<file path="src/rtl/display_scan_n_if.sv">
// Bus between the counter datapath and the 7-segment scanner:
// nibble/dp data with load strobe, display controls, and pin-side outputs.
interface display_scan_n_if #(
  parameter int unsigned DIGITS = 4
);
  logic [4*DIGITS-1:0] data;
  logic [DIGITS-1:0]   dp;
  logic                load;
  logic [3:0]          bright;
  logic                en;
  logic                blank_lz;
  logic [DIGITS-1:0]   sm_wei;
  logic [7:0]          sm_duan;
  logic                frame;

  modport master (
    output data, dp, load, bright, en, blank_lz,
    input  sm_wei, sm_duan, frame
  );

  modport slave (
    input  data, dp, load, bright, en, blank_lz,
    output sm_wei, sm_duan, frame
  );
endinterface

</file>
<file path="src/rtl/display_scan_n.sv">
// Multiplexed common-anode 7-segment scanner with frame-synchronous
// double buffering, PWM brightness, global enable and leading-zero blanking.
module display_scan_n #(
  parameter int unsigned DIGITS   = 4,
  parameter int unsigned TICK_DIV = 6250
) (
  input  logic             clk,
  input  logic             rst_n,
  display_scan_n_if.slave  bus
);

  localparam int unsigned   TW        = (TICK_DIV > 1) ? $clog2(TICK_DIV) : 1;
  localparam int unsigned   IW        = $clog2(DIGITS);
  localparam logic [TW-1:0] TICK_LAST = TW'(TICK_DIV - 1);
  localparam logic [IW-1:0] IDX_LAST  = IW'(DIGITS - 1);

  logic [TW-1:0]       tick_q, tick_d;
  logic [3:0]          sub_q, sub_d;
  logic [IW-1:0]       idx_q, idx_d;
  logic [4*DIGITS-1:0] stage_data_q, stage_data_d;
  logic [DIGITS-1:0]   stage_dp_q, stage_dp_d;
  logic [4*DIGITS-1:0] disp_data_q, disp_data_d;
  logic [DIGITS-1:0]   disp_dp_q, disp_dp_d;
  logic                pending_q, pending_d;
  logic [DIGITS-1:0]   wei_q, wei_d;
  logic [7:0]          duan_q, duan_d;
  logic                frame_q, frame_d;

  logic                tick_wrap, sub_wrap, boundary;
  logic [DIGITS-1:0]   zero_run;
  logic [3:0]          cur_nib;
  logic                cur_dp, cur_zero, suppress, lit;
  logic                acc;

  function automatic logic [6:0] seg7(input logic [3:0] n);
    logic [6:0] s;
    case (n)
      4'h0: s = 7'h40;
      4'h1: s = 7'h79;
      4'h2: s = 7'h24;
      4'h3: s = 7'h30;
      4'h4: s = 7'h19;
      4'h5: s = 7'h12;
      4'h6: s = 7'h02;
      4'h7: s = 7'h78;
      4'h8: s = 7'h00;
      4'h9: s = 7'h10;
      4'hA: s = 7'h08;
      4'hB: s = 7'h03;
      4'hC: s = 7'h46;
      4'hD: s = 7'h21;
      4'hE: s = 7'h06;
      default: s = 7'h0E;
    endcase
    return s;
  endfunction

  // Scan counters: sub-tick prescaler, PWM sub-slot, digit index.
  always_comb begin
    tick_wrap = (tick_q == TICK_LAST);
    sub_wrap  = (sub_q == 4'hF);
    boundary  = tick_wrap && sub_wrap && (idx_q == IDX_LAST);
    tick_d    = tick_wrap ? '0 : tick_q + 1'b1;
    sub_d     = sub_q;
    idx_d     = idx_q;
    if (tick_wrap) begin
      sub_d = sub_q + 1'b1;
      if (sub_wrap) begin
        idx_d = (idx_q == IDX_LAST) ? '0 : idx_q + 1'b1;
      end
    end
  end

  // Staging/display buffers; a load landing on the boundary bypasses staging.
  always_comb begin
    stage_data_d = stage_data_q;
    stage_dp_d   = stage_dp_q;
    disp_data_d  = disp_data_q;
    disp_dp_d    = disp_dp_q;
    pending_d    = pending_q;
    if (bus.load) begin
      stage_data_d = bus.data;
      stage_dp_d   = bus.dp;
      pending_d    = 1'b1;
    end
    if (boundary) begin
      if (bus.load) begin
        disp_data_d = bus.data;
        disp_dp_d   = bus.dp;
        pending_d   = 1'b0;
      end else if (pending_q) begin
        disp_data_d = stage_data_q;
        disp_dp_d   = stage_dp_q;
        pending_d   = 1'b0;
      end
    end
  end

  // zero_run[i] is set when display nibbles i..DIGITS-1 are all zero.
  always_comb begin
    zero_run = '0;
    acc      = 1'b1;
    for (int unsigned k = 0; k < DIGITS; k++) begin
      acc = acc && (disp_data_q[4*(DIGITS-1-k) +: 4] == 4'h0);
      zero_run[DIGITS-1-k] = acc;
    end
  end

  // Next pin values from the current digit, sub-slot and live controls.
  always_comb begin
    cur_nib  = '0;
    cur_dp   = 1'b0;
    cur_zero = 1'b0;
    for (int unsigned i = 0; i < DIGITS; i++) begin
      if (idx_q == IW'(i)) begin
        cur_nib  = disp_data_q[4*i +: 4];
        cur_dp   = disp_dp_q[i];
        cur_zero = zero_run[i];
      end
    end
    suppress = bus.blank_lz && cur_zero && (idx_q != '0);
    lit      = bus.en && (sub_q <= bus.bright);
    wei_d    = '1;
    duan_d   = 8'hFF;
    if (lit) begin
      wei_d  = ~(DIGITS'(1) << idx_q);
      duan_d = {~cur_dp, suppress ? 7'h7F : seg7(cur_nib)};
    end
    frame_d = boundary;
  end

  // State and output registers with synchronous active-low reset.
  always_ff @(posedge clk) begin
    if (!rst_n) begin
      tick_q       <= '0;
      sub_q        <= '0;
      idx_q        <= '0;
      stage_data_q <= '0;
      stage_dp_q   <= '0;
      disp_data_q  <= '0;
      disp_dp_q    <= '0;
      pending_q    <= 1'b0;
      wei_q        <= '1;
      duan_q       <= 8'hFF;
      frame_q      <= 1'b0;
    end else begin
      tick_q       <= tick_d;
      sub_q        <= sub_d;
      idx_q        <= idx_d;
      stage_data_q <= stage_data_d;
      stage_dp_q   <= stage_dp_d;
      disp_data_q  <= disp_data_d;
      disp_dp_q    <= disp_dp_d;
      pending_q    <= pending_d;
      wei_q        <= wei_d;
      duan_q       <= duan_d;
      frame_q      <= frame_d;
    end
  end

  assign bus.sm_wei  = wei_q;
  assign bus.sm_duan = duan_q;
  assign bus.frame   = frame_q;

endmodule

</file>
<file path="src/flat_wrapper.sv">
// flat-port wrapper written by rule: the top's interface ports become plain ports
module display_scan_n_flat 
#(
  parameter int unsigned DIGITS   = 4,
  parameter int unsigned TICK_DIV = 6250
)
  (clk, rst_n, bus_data, bus_dp, bus_load, bus_bright, bus_en, bus_blank_lz, bus_sm_wei, bus_sm_duan, bus_frame);
  display_scan_n_if #(.DIGITS(DIGITS)) bus_i ();
  input  logic clk;
  input  logic rst_n;
  input wire logic [$bits(bus_i.data)-1:0] bus_data;
  input wire logic [$bits(bus_i.dp)-1:0] bus_dp;
  input wire logic [$bits(bus_i.load)-1:0] bus_load;
  input wire logic [$bits(bus_i.bright)-1:0] bus_bright;
  input wire logic [$bits(bus_i.en)-1:0] bus_en;
  input wire logic [$bits(bus_i.blank_lz)-1:0] bus_blank_lz;
  output wire logic [$bits(bus_i.sm_wei)-1:0] bus_sm_wei;
  output wire logic [$bits(bus_i.sm_duan)-1:0] bus_sm_duan;
  output wire logic [$bits(bus_i.frame)-1:0] bus_frame;
  assign bus_i.data = bus_data;
  assign bus_i.dp = bus_dp;
  assign bus_i.load = bus_load;
  assign bus_i.bright = bus_bright;
  assign bus_i.en = bus_en;
  assign bus_i.blank_lz = bus_blank_lz;
  assign bus_sm_wei = bus_i.sm_wei;
  assign bus_sm_duan = bus_i.sm_duan;
  assign bus_frame = bus_i.frame;
  display_scan_n #(.DIGITS(DIGITS), .TICK_DIV(TICK_DIV)) u_core (.clk(clk), .rst_n(rst_n), .bus(bus_i));
endmodule
</file>
<file path="config.mk">
export PLATFORM = sky130hd
export DESIGN_NAME = display_scan_n_flat
export DESIGN_NICKNAME = d
export VERILOG_FILES = /design/src/rtl/display_scan_n_if.sv /design/src/rtl/display_scan_n.sv /design/src/flat_wrapper.sv
export SDC_FILE = /design/constraint.sdc
export NUM_CORES = 1
export LEC_CHECK = 0
export ABC_AREA = 1
export ABC_CLOCK_PERIOD_IN_PS = 5100
export BUFFER_PORTS_ARGS = -buffer_cell sky130_fd_sc_hd__buf_2
export CAP_MARGIN = 25
export CORE_MARGIN = 5
export CORE_UTILIZATION = 35
export DETAILED_ROUTE_END_ITERATION = 12
export PLACE_DENSITY = 0.58
export SYNTH_ARGS = -nofsm -noshare
export SYNTH_HDL_FRONTEND = slang
export SYNTH_SLANG_ARGS = --single-unit
</file>
<file path="constraint.sdc">
create_clock -name clk -period 5.1 [get_ports clk]
set_clock_uncertainty 0.1 [all_clocks]
set_input_delay 0.255 -clock clk [delete_from_list [all_inputs] [get_ports clk]]
set_output_delay 0.255 -clock clk [all_outputs]
set_load 0.02 [all_outputs]
</file>
Word-level counts from Yosys, hierarchy flattened
Memories as Yosys holds them, arrays and structs flattened. A register that Yosys moved wholly into a read port is not among the register bits.
Index checks and enable logic that the tools add are counted.
Storage, ports and cells
  bits in registers: 66
  bits of input ports: 29
  ROM bits: 112
  output and inout bits: 13
  memories: 1
Cells by class
  add/sub/neg operators: 3
  shift-type cells: 1
  bitwise logic cells: 4
  equality and inequality tests: 5
  $lt $le $gt $ge: 1
  multiplexer cells: 21
  reductions and logical operators: 20
Memory list
  (name not given): words 16, width 7, read ports 1, clocked after memory_dff 1, write ports 0, RTL line display_scan_n.sv:37  | case (n)
Operator list (number)
  $mux W16: 2
  $mux W4: 6
  $logic_not A4 Y1: 4
  $add A13 B1 Y13 const B: 1
  $eq A13 B13 Y1 const B: 1
  $mux W1: 12
  $logic_and A1 B1 Y1: 8
  $reduce_and A2 Y1: 3
  $add A4 B1 Y4 const B: 1
  $eq A2 B2 Y1 const B: 2
  $eq A4 B4 Y1 const B: 1
  $le A4 B4 Y1: 1
  $not A4 Y4: 1
  $reduce_bool A2 Y1: 2
  $shl A1 B2 Y4 const A: 1
  $not A1 Y1: 3
  $reduce_or A3 Y1: 1
  $add A2 B1 Y2 const B: 1
  $eq A2 B1 Y1 const B: 1
  $logic_not A2 Y1: 1
  $mux W2: 1
  $reduce_or A2 Y1: 1

Depth between registers and ports, before layout
  word-level depth: 11
  gate-level depth with buffers: 14
  depth with buffers taken out: 14

Least setup slack after synthesis
No wires, ideal clock.
  kind: flip-flop to flip-flop
  from: reg u_core.idx_q[0]
  to: reg u_core.duan_q[3] (netlist: u_core.bus.sm_duan[3])
  cell stages (with the launch flop): 13
  buffers on the path: 1
  data required time: 4.863 ns
  arrival: 1.788 ns
  slack: 3.075 ns
  cell sequence: dfxtp_1 -> inv_1 -> ha_1 -> buf_2 -> a21oi_1 -> nand2_1 -> o21ai_0 -> inv_1 -> ha_1 -> nand3_1 -> nand2_1 -> nand2_1 -> nand3_1
Between the ends
  word-level cells in the longest chain between the ends: 8
  elaborated cells between the ends (all ways): 16
Ends and longest elaborated chain
  start: declaration: RTL line display_scan_n.sv:19  | logic [IW-1:0] idx_q, idx_d;
  start signal: assignment: RTL line display_scan_n.sv:149  | idx_q <= idx_d;
  $logic_not A2 Y1: RTL line display_scan_n.sv:115  | if (idx_q == IW'(i)) begin
  $mux W1 (4 in series): RTL line display_scan_n.sv:115
  $logic_and A1 B1 Y1 (2 in series): RTL line display_scan_n.sv:121  | suppress = bus.blank_lz && cur_zero && (idx_q != '0);
  $reduce_or A3 Y1 (no source line)
  end: declaration: RTL line display_scan_n.sv:26  | logic [7:0] duan_q, duan_d;
Parallel ways exist; a longest one is shown, timed or not.
A chain may end at the register's enable or synchronous reset.

Worst setup path after layout
  from: reg u_core.idx_q[0]
  to: reg u_core.duan_q[6] (netlist: u_core.bus.sm_duan[6])
The elaborated chain is that of the path after synthesis.

==> run_results.csv <==
group,metric,value,unit
status,status,"finished, final reports clean",
placement,hpwl,5.451,mm
clock_tree,cts-root-buf,"clkbuf_8",
placement,placedCellCount,630,
pwr,swShare,25.45,%
logic_synthesis,yosysUniqueCellTypes,32,
timing,setup_viol,0,
clock_tree,cts_buffers,9,
setup_path,worstPathArrival,2.86,ns
timing,tightestPinTransition,0.8312,ns
timing,final.min_clock_period,2.734,ns
logic_synthesis,syn_inst,477,
clock_tree,clock_path_buffers,2,
logic_synthesis,synth_area,0.003558,mm^2
logic_synthesis,ys_seq_area_share,41.07,%
routing,via_per_inst,4.700,
die,fp-row-count,36,
clock_tree,clk_transition_reported_paths,0.08,ns
pwr,seqPwrFrac,54.5,%
global_route,grt_overflow_total,0,
layout,final_cells,647,
clock_tree,htreeDepth,3,
die,die_w,110.8,um
timing,hold_slack,0.08229,ns
routing,drtIter0Drc,137,
logic_synthesis,yosysWarnings,0,
layout,nets,555,
setup_path,worstSetupStartpoint,"u_core.idx_q[0]$_SDFFE_PN0P_",
placement,io_buffer_count,41,
pwr,power_frac_comb,7.4,%
clock_tree,clock-sinks,73,
timing,drv_slew,0,
die,dieArea,0.01228,mm^2
timing,rsz0062_at_grt,"no",
global_route,grt_use_total,12.84,%
flow_run,drv_cap,0,
hold_path,hold_class,"in -> reg",
routing,antenna_left,0,
clock_tree,clkLatencyLatePin,0.35,ns
timing,period_share,53.61,%
setup_path,endpoint_kind,"flop",
pwr,peakVddDrop,0.0001225,V
pwr,power_density,270.9,mW/mm^2
clock_tree,postCtsSetupBuffers,0,
timing,final.setup.tns,0,ns
pwr,p_leak,1.684,nW
pwr,power.internal,0.8103,mW
clock_tree,cts-hold-fix-buffers,0,
global_route,grt_max_degree,48,
placement,placedInstanceArea,0.003816,mm^2
timing,max_freq,0.3657,GHz
routing,firstDrtPassIters,4,
routing,vias,3041,
die,ios,42,
pwr,p_sw,0.2765,mW
hold_path,hold_start,"rst_n",
pwr,p_clk_share,38.1,%
routing,routed_wl,7.516,mm
die,start_util,36.07,%
timing,relSlewSlack,44.41,%
placement,gp_congestion,0.8727,
layout,drive_gt1_share,18.29,%
logic_synthesis,synth_area_per_cell,7.460,um^2
global_route,grt_pass1_vias,2937,
timing,finalHoldViolations,0,
die,core-area,0.009864,mm^2
routing,avgRoutedWirePerCell,11.62,um
global_route,grt_pass1_wl,13.38,mm
setup_path,startpoint_type,"flop",
setup_path,path_max_fanout,17,
die,dieHeight,110.8,um
logic_synthesis,syn_nets,523,
pwr,total_power,1.087,mW
setup_path,cp.required,5.23,ns
clock_tree,cts_tree,"done",
global_route,antenna_found_initial,0,
layout,syn_to_final_growth,12.73,%
setup_path,rr_startpoint,"u_core.idx_q[0]$_SDFFE_PN0P_",
routing,drc,0,
logic_synthesis,synth-seq-cells,73,
layout,antennaDiodeCount,0,
clock_tree,cts-resized-gates,0,
layout,fin_area,0.004011,mm^2
setup_path,path_class,"reg -> reg",
==> flip-flops by register name (all words and copies together) (netlist names) <==
signal and count:
u_core.bus.sm_duan 8, u_core.bus.frame 1, u_core.disp_data_q 16, u_core.bus.sm_wei 4
u_core.tick_q 13, u_core.idx_q 2, u_core.sub_q 4, u_core.stage_data_q 16
u_core.disp_dp_q 4, u_core.pending_q 1, u_core.stage_dp_q 4
==> metal layers <==
metal | track usage (%) | vias to the layer above | part of all wire (%)
met2 | 20.02 | 46 | 45
met5 | 0 | - | 0
met4 | 6.322 | 0 | 1.9
met1 | 17.10 | 1371 | 50
met3 | 2.238 | 11 | 2.5
li1 | - | 1613 | -
==> synthesized netlist by cell type <==
master	instances	area, um^2
nand2_1	93	349.1
dfxtp_1	73	1461
inv_1	50	187.7
nor2_1	43	161.4
a21oi_1	41	205.2
nand3_1	31	155.2
nand4_1	25	156.4
o21a_1	21	157.7
or2_2	20	125.1
ha_1	17	212.7
clkbuf_1	9	33.78
nor3_1	8	40.04
buf_2	7	35.03
o21ai_0	6	30.03
inv_2	5	18.77
buf_6	3	33.78
nand2_2	3	18.77
nor2_2	3	18.77
nor3b_1	3	22.52
buf_4	2	15.01
nand3b_1	2	15.01
xnor2_1	2	17.52
a211oi_1	1	7.510
buf_1	1	3.750
nand3_2	1	10.01
nor2_4	1	11.26
nor3_2	1	10.01
nor3_4	1	16.27
o21ai_1	1	5.000
o221ai_1	1	8.760
or2_1	1	6.260
xor2_1	1	8.760
==> power by group through the flow <==
stage               clock network, mW  logic, mW  registers [mW]
finish                          0.414     0.0804           0.592
global route                    0.449     0.0934           0.594
CTS                             0.426     0.0821           0.592
detailed placement                  0     0.0817           0.606
global placement                    0     0.0803           0.605
floorplan                           0     0.0525           0.609
==> stage by stage <==
stage	setup slack [ns]	utilization (%)
after floorplan	3.075	-
after global placement	2.224	38.69
after detailed placement	2.110	38.69
after CTS	2.067	40.51
after global routing	2.152	40.66
final	2.366	40.66
==> worst max-delay path, stage by stage, from the launching register on <==
cell and delay (ns):
dfxtp_1 0.38, ha_1 0.49, buf_8 0.23, inv_2 0.09
o21ai_0 0.55, inv_1 0.19, ha_1 0.26, nand3_1 0.12
nand3_1 0.09, nand2_1 0.07, nand2_1 0.04
==> final cells by class <==
cell class,instances,area [um^2]
clock buffers,10,137.6
repair buffers,43,227.7
flip-flops and latches,73,1461
inverters,55,206.4
fillers,1018,5853
clock inverters,6,42.54
multi-input cells,327,1769
well taps,133,166.4
==> final timing paths <==
path,slack (ns),cells after the start,end
max,2.37,10,u_core.bus.sm_duan[6]$_SDFF_PP1_
min reg2reg,0.37,2,u_core.disp_dp_q[0]$_SDFFE_PN0P_
max reg2reg,2.37,10,u_core.bus.sm_duan[6]$_SDFF_PP1_
min,0.08,3,u_core.sub_q[0]$_SDFFE_PN0P_
==> logic make-up after synthesis <==
| group | share of synthesized area, % |
|---|---|
| AO/OA/AOI/OAI | 11.64 |
| XOR/XNOR | 0.7385 |
| adder cells (fa/ha/maj) | 5.977 |
| buffers and inverters | 9.212 |
| flip-flops | 41.07 |
| AND/OR/NAND/NOR | 31.36 |
==> placed cells by master, fill, tap and decap left out, types with 3 or more instances in the layout <==
cell / count
clkbuf_8: 10
or2_2: 20
ha_1: 17
nor2_2: 3
o21ai_0: 6
dfxtp_1: 73
inv_1: 50
nor3b_1: 3
nor3_1: 8
nand2_2: 3
nand2_1: 93
a21oi_1: 41
nand3_1: 31
nand4_1: 25
inv_2: 5
o21a_1: 21
nor2_1: 43
buf_2: 41
No activity file was read; power rests on OpenSTA's default activity.
